<file path="config.mk">
export PLATFORM = sky130hd
export DESIGN_NAME = float_to_fix
export DESIGN_NICKNAME = d
export VERILOG_FILES = /design/src/rtl/float_to_fix.sv
export SDC_FILE = /design/constraint.sdc
export NUM_CORES = 1
export LEC_CHECK = 0
export BUFFER_PORTS_ARGS = -buffer_cell sky130_fd_sc_hd__buf_2
export CELL_PAD_IN_SITES_DETAIL_PLACEMENT = 1
export CELL_PAD_IN_SITES_GLOBAL_PLACEMENT = 1
export CORE_MARGIN = 10
export CORE_UTILIZATION = 46
export DETAILED_ROUTE_END_ITERATION = 10
export PLACE_DENSITY = 0.76
export SLEW_MARGIN = 20
export SYNTH_ARGS = -nofsm -noshare
export SYNTH_HDL_FRONTEND = slang
export SYNTH_SLANG_ARGS = --single-unit
</file>
<file path="constraint.sdc">
create_clock -name clk -period 2.6 [get_ports clk]
set_input_delay 0.39 -clock clk [delete_from_list [all_inputs] [get_ports clk]]
set_output_delay 0.39 -clock clk [all_outputs]
set_load 0.03 [all_outputs]
</file>
<file path="src/rtl/float_to_fix.sv">
// float_to_fix: reads an IEEE half-precision float from byte-wide data memory,
// converts it to two's-complement fix(8.8) by iterative shifting with truncation
// toward zero, and writes the 16-bit result back. Handshake: start / done.
module float_to_fix #(
    parameter int unsigned AW       = 8,
    parameter int unsigned DW       = 8,
    parameter int unsigned SRC_ADDR = 0,
    parameter int unsigned DST_ADDR = 2
) (
    input  logic          clk,
    input  logic          reset,
    input  logic          start,
    output logic          done,
    output logic [AW-1:0] DataAddr,
    output logic          ReadMem,
    output logic          MemWrite,
    output logic [DW-1:0] DataIn,
    input  logic [DW-1:0] DataOut
);

    typedef enum logic [3:0] {
        StIdle,
        StRdLo,
        StRdHi,
        StDecode,
        StShift,
        StNeg,
        StWrLo,
        StWrHi,
        StDone
    } state_e;

    state_e      state_q, state_d;
    logic [15:0] f_q, f_d;
    logic [15:0] mag_q, mag_d;
    logic [15:0] res_q, res_d;
    logic        sign_q, sign_d;
    logic        shl_q, shl_d;
    logic        shr_q, shr_d;
    logic [3:0]  cnt_q, cnt_d;
    logic        done_q, done_d;

    logic [4:0]  exp_w;
    logic        trap_w;

    assign exp_w  = f_q[14:10];
    // Zero/subnormal, exact -128.0 and anything too large skip the shifter.
    assign trap_w = (exp_w == 5'd0) || (exp_w >= 5'd22) ||
                    (f_q[15] && (f_q[14:0] == 15'h5800));

    // State register; reset aborts any conversion in flight.
    always_ff @(posedge clk or negedge reset) begin
        if (!reset) begin
            state_q <= StIdle;
        end else begin
            state_q <= state_d;
        end
    end

    // Next-state logic.
    always_comb begin
        state_d = state_q;
        unique case (state_q)
            StIdle, StDone: if (start) state_d = StRdLo;
            StRdLo:         state_d = StRdHi;
            StRdHi:         state_d = StDecode;
            StDecode:       state_d = trap_w ? StNeg : StShift;
            StShift:        if (cnt_q == 4'd1) state_d = StNeg;
            StNeg:          state_d = StWrLo;
            StWrLo:         state_d = StWrHi;
            StWrHi:         state_d = StDone;
            default:        state_d = StIdle;
        endcase
    end

    // Memory-port outputs decoded from the current state.
    always_comb begin
        DataAddr = '0;
        ReadMem  = 1'b0;
        MemWrite = 1'b0;
        DataIn   = '0;
        unique case (state_q)
            StRdLo: begin
                ReadMem  = 1'b1;
                DataAddr = AW'(SRC_ADDR);
            end
            StRdHi: begin
                ReadMem  = 1'b1;
                DataAddr = AW'(SRC_ADDR + 1);
            end
            StWrLo: begin
                MemWrite = 1'b1;
                DataAddr = AW'(DST_ADDR);
                DataIn   = DW'(res_q[7:0]);
            end
            StWrHi: begin
                MemWrite = 1'b1;
                DataAddr = AW'(DST_ADDR + 1);
                DataIn   = DW'(res_q[15:8]);
            end
            default: ;
        endcase
    end

    assign done = done_q;

    // Datapath registers.
    always_ff @(posedge clk or negedge reset) begin
        if (!reset) begin
            f_q    <= '0;
            mag_q  <= '0;
            res_q  <= '0;
            sign_q <= 1'b0;
            shl_q  <= 1'b0;
            shr_q  <= 1'b0;
            cnt_q  <= '0;
            done_q <= 1'b0;
        end else begin
            f_q    <= f_d;
            mag_q  <= mag_d;
            res_q  <= res_d;
            sign_q <= sign_d;
            shl_q  <= shl_d;
            shr_q  <= shr_d;
            cnt_q  <= cnt_d;
            done_q <= done_d;
        end
    end

    // Datapath next-state: load, decode, shift one bit per cycle, negate.
    always_comb begin
        f_d    = f_q;
        mag_d  = mag_q;
        res_d  = res_q;
        sign_d = sign_q;
        shl_d  = shl_q;
        shr_d  = shr_q;
        cnt_d  = cnt_q;
        // done is registered off the DONE state, so it rises one cycle after entry
        // and drops on the edge that accepts the next start.
        done_d = (state_q == StDone) && !start;
        unique case (state_q)
            StRdLo: f_d[7:0]  = DataOut[7:0];
            StRdHi: f_d[15:8] = DataOut[7:0];
            StDecode: begin
                sign_d = f_q[15];
                shl_d  = 1'b0;
                shr_d  = 1'b0;
                cnt_d  = 4'd1;
                if (exp_w == 5'd0) begin
                    mag_d  = 16'h0000;
                    sign_d = 1'b0;
                end else if (f_q[15] && (f_q[14:0] == 15'h5800)) begin
                    mag_d  = 16'h8000;
                    sign_d = 1'b0;
                end else if (exp_w >= 5'd22) begin
                    // Trap results are loaded pre-signed; NEG passes them through.
                    mag_d  = f_q[15] ? 16'h8000 : 16'h7FFF;
                    sign_d = 1'b0;
                end else begin
                    mag_d = {5'b0, 1'b1, f_q[9:0]};
                    if (exp_w > 5'd17) begin
                        shl_d = 1'b1;
                        cnt_d = 4'(exp_w - 5'd17);
                    end else if (exp_w < 5'd17) begin
                        shr_d = 1'b1;
                        // Beyond 12 right shifts the 11-bit significand is already gone.
                        cnt_d = (exp_w <= 5'd5) ? 4'd12 : 4'(5'd17 - exp_w);
                    end
                end
            end
            StShift: begin
                if (shl_q) begin
                    mag_d = {mag_q[14:0], 1'b0};
                end else if (shr_q) begin
                    mag_d = {1'b0, mag_q[15:1]};
                end
                cnt_d = cnt_q - 4'd1;
            end
            StNeg: res_d = sign_q ? (~mag_q + 16'd1) : mag_q;
            default: ;
        endcase
    end

endmodule

</file>
* Yosys cells after proc, flatten, opt, wreduce, memory -nomap -nowiden
Index checks and enable logic that the tools add are counted.
Storage, ports and cells: register bits 60, input bits 11, output and inout bits 19, word-level logic and storage cells 80
Cells by class: add/subtract/negate cells 4, $lt $le $gt $ge 4, equal/unequal tests 13, muxes and demuxes 35, bitwise operators 1, reductions and logical operators 13
Operator list (number):
- 16-bit two-way mux | 7
- 4-bit two-way mux | 8
- 16-bit one-hot mux with 2 select lines | 1
- 4-bit one-hot mux with 8 select lines | 1
- 16-bit by 1-bit adder with 16-bit output (second input constant) | 1
- 4-bit by 3-bit == test with 1-bit output (second input constant) | 4
- 16-bit NOT | 1
- 8-bit one-hot mux with 2 select lines | 1
- 15-bit == test (second input constant) | 1
- 1-bit two-way mux | 15
- 4-bit by 1-bit == test with 1-bit output (second input constant) | 2
- 4-bit by 2-bit == test with 1-bit output (second input constant) | 2
- 4-bit one-hot mux with 2 select lines | 1
- 4-bit by 1-bit subtractor with 4-bit output (second input constant) | 2
- 2-bit one-hot mux with 3 select lines | 1
- 2-bit OR reduction | 3
- 5-bit >= comparator (second input constant) | 1
- 5-bit greater-than comparator (second input constant) | 1
- 5-bit by 3-bit <= comparator with 1-bit output (second input constant) | 1
- 5-bit logical NOT | 1
- 5-bit < comparator (second input constant) | 1
- 4-bit == test (second input constant) | 1
- 4-bit logical NOT | 1
- 2-bit inequality test (second input constant) | 2
- 7 further kinds | 10

* Logic depth before layout (Yosys ltp)
Gate-level depths: netlist (run 1).
word-level depth 8, mapped depth 8, depth with buffers taken out 7

* Least setup slack after synthesis (run 1)
Ideal clock, no wire load.
path kind reg2out, from register state_q[3], to output DataAddr[1], arrival time 1664 ps, data required time 2210 ps, path slack 546 ps, cell stages (with the launch flop) 7, buffers on the path 3, cells stage by stage dfrtp_1 clkbuf_1 nand2b_1 or2_2 clkbuf_1 inv_1 buf_4
On the way: word-level cells in the longest chain between the ends 2, elaborated cells on any way between the ends 4, those cells by class eq/ne (3); mux (1)
Ends and longest elaborated chain:
- from (decl) | RTL line 33 | state_e state_q, state_d;
- from (signal assigned) | RTL line 54 | state_q <= StIdle;
- from (signal assigned) | RTL line 56 | state_q <= state_d;
- 4-bit by 3-bit == test with 1-bit output or 4-bit by 2-bit == test with 1-bit output (tied branches) | RTL line 82 | unique case (state_q)
- 2-bit one-hot mux with 3 select lines * | RTL line 82
- to (decl) | RTL line 14 | output logic [AW-1:0] DataAddr,
Mark *: on every way between the ends. The rest lies on a longest branch, timed or not.

* Worst setup path after layout (run 1)
from register state_q[2], to output DataIn[2]
On the way: word-level cells in the longest chain between the ends 2, elaborated cells on any way between the ends 3, those cells by class eq/ne (2); mux (1)
Ends and longest elaborated chain:
- 4-bit by 3-bit == test with 1-bit output | RTL line 82
- 8-bit one-hot mux with 2 select lines * | RTL line 82
- to (decl) | RTL line 17 | output logic [DW-1:0] DataIn,
Marks and branches as above.

==> impl_metrics.py, run 1 <==
metrics = {
    "grt": {
        "first_pass_grt_wire_length_mm": 15.3,
        "pin_count_of_the_biggest_net_entering_global_routing": 34,
        "first_global_vias": 2979,
        "combined_global_route_utilization_of_all_metal_layers": 0.165,
        "antenna_found_initial": 0,
        "grt_overflow": 0,
    },
    "sta": {
        "final.setup_skew_ns": 0.00738,
        "timing.max_slew.rel_slack": 0.533,
        "hold_viol_final": 0,
        "total_negative_setup_slack_ns": 0,
        "final.min_clock_period_ns": 2.28,
        "tightest_slew_ns": 0.701,
        "finalSetupViolCount": 0,
        "final-max-slew-violation-count": 0,
        "period_share": 0.878,
        "grt_setup_unrepaired": "false",
        "fmaxAchievable_mhz": 438,
    },
    "floorplanning": {
        "die-height_um": 108,
        "floorplan.die_area_um2": 11600,
        "ios": 30,
        "initial_utilization": 0.478,
        "die_w_um": 108,
        "floorplan.core_area_um2": 7370,
        "placementRows": 31,
    },
    "synth": {
        "syn_inst": 377,
        "portion_of_the_post_synthesis_area_used_by_sequential_elements": 0.426,
        "post_synth.cell_area_avg_um2": 9.35,
        "yosys_warnings": 0,
        "mappedNetlistArea_um2": 3520,
        "ys_ff_latch": 60,
        "yosysUniqueCellTypes": 47,
    },
    "setup_path": {
        "critPathKind": "register to output port",
        "cp_data_required_time_ns": 2.21,
        "path_cells": "inv_1 > or2_2 > nor2_1 > buf_2",
        "worst_r2r_endpoint": "mag_q[10]",
        "critical_path.slowest_cell": "sky130_fd_sc_hd__dfrtp_1",
        "worstSetupStartpointType": "register",
        "critPathMaxFanout": 12,
        "reg2reg_launch_point": "f_q[10]",
        "worst-r2r-cell-count": 7,
        "critical_path.endpoint_type": "output port",
        "worst_path_largest_cell_delay_ns": 0.57,
        "arrival_ns": 1.89,
        "setup.reg_to_reg.worst_slack_ns": 0.51,
    },
    "cells_and_area": {
        "drive_above_1_share": 0.178,
        "design.final.nets": 421,
        "n_fill_cell": 859,
        "layout.cells.most_common": "sky130_fd_sc_hd__dfrtp_1",
        "most-common-layout-cells": "60 x sky130_fd_sc_hd__dfrtp_1, 49 x sky130_fd_sc_hd__nor2_1, 31 x sky130_fd_sc_hd__nand2_1",
        "syn_to_final_growth_pct": 12.4,
        "final_cells": 503,
        "antenna-diode-count": 0,
        "final_cell_area_um2": 3960,
    },
    "routing": {
        "drt_drc_violations_left": 0,
        "first_pass_drt_iterations": 4,
        "wl_per_cell_um": 18.1,
        "ant_nets": 0,
        "num_vias": 2816,
        "routed_via_count_divided_by_cell_count": 5.60,
        "total_wirelength_mm": 9.08,
        "drt-initial-drc-count": 114,
    },
    "power_and_ir_drop": {
        "internal_power_w": 0.00303,
        "power.sequential.fraction": 0.348,
        "vdd_drop_max_v": 0.000710,
        "power_density_nw_per_um2": 1400,
        "power.combinational.fraction": 0.489,
        "clk_network_pwr_share": 0.162,
        "switching_power_w": 0.00249,
        "p_sw_frac": 0.451,
        "p_leak_nw": 1.77,
    },
    "cts": {
        "ctsHoldBuffers": 0,
        "tritoncts": "yes",
        "cts_sinks": 60,
        "ctsLongestPathBuffers": 2,
        "tritoncts.num_buffers": 9,
        "cts_setup_buffers": 0,
        "clk_pin_slew_worst_paths_ns": 0.07,
        "cts.htree.levels": 3,
        "ctsResizeCount": 0,
        "insertion_delay_ns": 0.34,
        "cts.root.buffer_cell": "sky130_fd_sc_hd__clkbuf_8",
    },
    "placement": {
        "dpl.hpwl_mm": 6.42,
        "dp.cells": 489,
        "place_area_um2": 3750,
        "gpl.final_weighted_congestion": 0.818,
        "placement.io_buffers": 23,
    },
    "worst_hold_path": {
        "timing.hold.worst.class": "input port to asynchronous set/reset pin",
    },
    "job": {
        "maxCapViolations": 0,
    },
    "status": {
        "outcome": "complete, no violations",
    },
}
-- Yosys cell counts, drive strengths merged --
cell type | number | share of area
o32ai | 1 | 0.0025
inv | 14 | 0.015
nor2b | 2 | 0.0036
and4 | 1 | 0.0025
a31oi | 1 | 0.0018
mux2 | 13 | 0.042
buf | 13 | 0.024
o21ai | 13 | 0.018
clkbuf | 15 | 0.017
nand2b | 6 | 0.011
nor2 | 49 | 0.052
dfrtp | 60 | 0.43
o211ai | 10 | 0.021
a221o | 1 | 0.0028
nand2 | 31 | 0.033
o31ai | 5 | 0.011
a32oi | 3 | 0.0075
or4 | 1 | 0.0032
a22o | 1 | 0.0025
nand3 | 5 | 0.0071
and2 | 1 | 0.0018
o311ai | 2 | 0.0050
a41oi | 1 | 0.0025
o22ai | 3 | 0.0053
mux2i | 23 | 0.065
conb | 1 | 0.0011
a21o | 5 | 0.011
ha | 9 | 0.032
xor2 | 15 | 0.037
nor3 | 12 | 0.020
xnor2 | 2 | 0.0050
o221ai | 2 | 0.0050
o21a | 2 | 0.0043
a211oi | 6 | 0.013
nor4b | 4 | 0.0099
or3 | 12 | 0.023
o41ai | 2 | 0.010
nor4bb | 1 | 0.0028
a21oi | 25 | 0.036
or2 | 4 | 0.0071
-- critical path: cells and delay by family, from the launching register on --
| family | cells | cell delay, ns |
|---|---|---|
| flops | 1 | 0.57 |
| simple gates | 2 | 0.55 |
| buf+inv | 2 | 0.42 |
-- metal layers --
metal	vias up	part of all wire	track usage
li1	1359	-	-
met1	1403	0.47	0.211
met2	45	0.48	0.263
met3	9	0.034	0.0359
met4	0	0.014	0.0706
met5	-	0	0
-- through the flow --
stage                     worst slack, ns  hold WS (ns)  total power [W]   util
after global placement              0.621         0.448          0.00450  0.509
after floorplan                     0.546        0.0944          0.00384      -
after global routing                0.174         0.115          0.00601  0.537
final                               0.316        0.0907          0.00553  0.537
after CTS                           0.311        0.0919          0.00556  0.537
after detailed placement            0.528         0.455          0.00461  0.509
-- state kept, by name, indices dropped and copies added, names as in the netlist --
| register | count |
|---|---|
| f_q | 16 |
| sign_q | 1 |
| done | 1 |
| shr_q | 1 |
| state_q | 4 |
| shl_q | 1 |
| res_q | 16 |
| cnt_q | 4 |
| mag_q | 16 |
-- power by group through the flow --
stage	logic (W)	registers (W)	clock network, W
after global placement	0.00260	0.00190	0
after CTS	0.00272	0.00192	0.000919
final	0.00270	0.00193	0.000898
after global routing	0.00304	0.00201	0.000959
after floorplan	0.00218	0.00166	0
after detailed placement	0.00268	0.00193	0
-- area by class of cell --
cell class	instances	area, µm²	share of cell area
multi-input cells	280	1850	0.466
flip-flops and latches	60	1500	0.379
repair buffers	36	225	0.0569
clock buffers	13	179	0.0452
well taps	99	124	0.0313
inverters	14	52.6	0.0133
clock inverters	1	30.0	0.00759
-- worst max path at each step --
stage	startpoint	endpoint
6_report	state_q[2]	DataIn[2]
2_1_floorplan	state_q[3]	DataAddr[1]
5_1_grt	state_q[2]	DataIn[2]
3_3_place_gp	f_q[11]	mag_q[10]
3_5_place_dp	f_q[10]	mag_q[10]
4_1_cts	state_q[2]	DataIn[2]
-- logic make-up after synthesis --
family                   count (synthesis)  share of synthesized area
buffers and inverters                   42                     0.0565
AO/OA/AOI/OAI                           83                      0.159
flip-flops                              60                      0.426
adder cells (fa/ha/maj)                  9                     0.0320
XOR/XNOR                                17                     0.0423
other                                    1                    0.00106
AND/OR/NAND/NOR                        129                      0.176
multiplexers                            36                      0.107
No activity file was read; power rests on OpenSTA's default activity.
==> run 2, diff against run 1 <==
MAX_ROUTING_LAYER = met4   (was unset)
==> impl_metrics.py, run 2 (synthesis results as in run 1) <==
metrics = {
    "routing": {
        "total_wirelength_mm": 9.09,
        "drt_drc_violations_left": 0,
        "drt-initial-drc-count": 96,
        "routed_via_count_divided_by_cell_count": 5.57,
        "ant_nets": 0,
        "num_vias": 2804,
        "first_pass_drt_iterations": 4,
        "wl_per_cell_um": 18.1,
    },
    "cts": {
        "cts_setup_buffers": 0,
        "ctsHoldBuffers": 0,
        "tritoncts": "yes",
        "cts.root.buffer_cell": "sky130_fd_sc_hd__clkbuf_8",
        "ctsResizeCount": 0,
        "cts.htree.levels": 3,
        "tritoncts.num_buffers": 9,
        "clk_pin_slew_worst_paths_ns": 0.07,
        "insertion_delay_ns": 0.35,
        "ctsLongestPathBuffers": 2,
        "cts_sinks": 60,
    },
    "sta": {
        "final.setup_skew_ns": 0.00763,
        "tightest_slew_ns": 0.700,
        "fmaxAchievable_mhz": 438,
        "hold_viol_final": 0,
        "grt_setup_unrepaired": "false",
        "total_negative_setup_slack_ns": 0,
        "finalSetupViolCount": 0,
        "final.min_clock_period_ns": 2.29,
        "final-max-slew-violation-count": 0,
        "timing.max_slew.rel_slack": 0.534,
        "period_share": 0.879,
    },
    "grt": {
        "combined_global_route_utilization_of_all_metal_layers": 0.170,
        "first_pass_grt_wire_length_mm": 15.3,
        "first_global_vias": 2977,
        "antenna_found_initial": 0,
        "grt_overflow": 0,
        "pin_count_of_the_biggest_net_entering_global_routing": 34,
    },
    "cells_and_area": {
        "final_cells": 503,
        "post-route-util": 0.537,
        "layout.cells.most_common": "sky130_fd_sc_hd__dfrtp_1",
        "most-common-layout-cells": "60 x sky130_fd_sc_hd__dfrtp_1, 49 x sky130_fd_sc_hd__nor2_1, 31 x sky130_fd_sc_hd__nand2_1",
        "layout.area.seq_um2": 1500,
        "syn_to_final_growth_pct": 12.4,
        "reg_top3": "f_q x16, mag_q x16, res_q x16",
        "antenna-diode-count": 0,
        "final_cell_area_um2": 3960,
        "design.final.nets": 421,
        "multiInputGateArea_um2": 1850,
        "n_fill_cell": 859,
        "drive_above_1_share": 0.178,
    },
    "setup_path": {
        "worst_path_largest_cell_delay_ns": 0.57,
        "critPathTopFamily": "flip-flops",
        "critPathKind": "register to output port",
        "critPathMaxFanout": 12,
        "setup.reg_to_reg.worst_slack_ns": 0.51,
        "path_cells": "inv_1 > or2_2 > nor2_1 > buf_2",
        "critical_path.endpoint_type": "output port",
        "cp_data_required_time_ns": 2.21,
        "arrival_ns": 1.90,
        "worstSetupStartpointType": "register",
        "reg2reg_launch_point": "f_q[10]",
        "buf_inv_stages_crit_path": 2,
        "critical_path.slowest_cell": "sky130_fd_sc_hd__dfrtp_1",
        "startpoint": "state_q[2]",
    },
    "placement": {
        "placement.io_buffers": 23,
        "place_area_um2": 3750,
        "dp.cells": 489,
        "gpl.final_weighted_congestion": 0.830,
        "dpl.hpwl_mm": 6.42,
    },
    "floorplanning": {
        "die-height_um": 108,
        "floorplan.die_area_um2": 11600,
        "floorplan.core_area_um2": 7370,
        "die_w_um": 108,
        "placementRows": 31,
        "ios": 30,
        "initial_utilization": 0.478,
    },
    "job": {
        "maxCapViolations": 0,
    },
    "power_and_ir_drop": {
        "p_leak_nw": 1.77,
        "design_power_total_w": 0.00553,
        "power_density_nw_per_um2": 1400,
        "vdd_drop_max_v": 0.000711,
    },
    "worst_hold_path": {
        "timing.hold.worst.class": "input port to asynchronous set/reset pin",
    },
    "status": {
        "outcome": "complete, no violations",
    },
}
run 2: worst reg2reg max path, stage by stage, from the launching register on:
cell	delay, ns
sky130_fd_sc_hd__dfrtp_1	0.44
sky130_fd_sc_hd__inv_1	0.17
sky130_fd_sc_hd__ha_1	0.16
sky130_fd_sc_hd__nor4bb_1	0.25
sky130_fd_sc_hd__and4_1	0.28
sky130_fd_sc_hd__o21ai_0	0.12
sky130_fd_sc_hd__nand2_1	0.33
sky130_fd_sc_hd__o311ai_0	0.20
run 2: cell type report:
class / count / share of cell area
multi-input cells: 280 / 0.466
flip-flops and latches: 60 / 0.379
repair buffers: 36 / 0.0569
clock buffers: 13 / 0.0452
well taps: 99 / 0.0313
inverters: 14 / 0.0133
clock inverters: 1 / 0.00759
run 2: final timing paths:
| check | cells after the start | end |
|---|---|---|
| max reg2reg | 7 | mag_q[10] |
| min reg2reg | 2 | shr_q |
| min in group clk | 2 | done |
| max in group asynchronous | 2 | f_q[15] |
| max | 4 | DataIn[2] |
| min | 1 | res_q[3] |
run 2: layer usage:
| layer | share of wire | global-route usage |
|---|---|---|
| met4 | 0.013 | 0.0592 |
| met5 | 0 | - |
| met3 | 0.034 | 0.0407 |
| met2 | 0.48 | 0.262 |
| met1 | 0.48 | 0.213 |
run 2: report_power, final:
| group | switching (W) | internal (W) |
|---|---|---|
| registers | 0.000561 | 0.00137 |
| logic | 0.00157 | 0.00113 |
| clock network | 0.000360 | 0.000537 |
run 2: stage by stage:
| stage | setup WS, ns | hold slack, ns |
|---|---|---|
| after CTS | 0.311 | 0.0919 |
| after global placement | 0.621 | 0.448 |
| after floorplan | 0.546 | 0.0944 |
| final | 0.315 | 0.0896 |
| after global routing | 0.173 | 0.114 |
| after detailed placement | 0.528 | 0.455 |
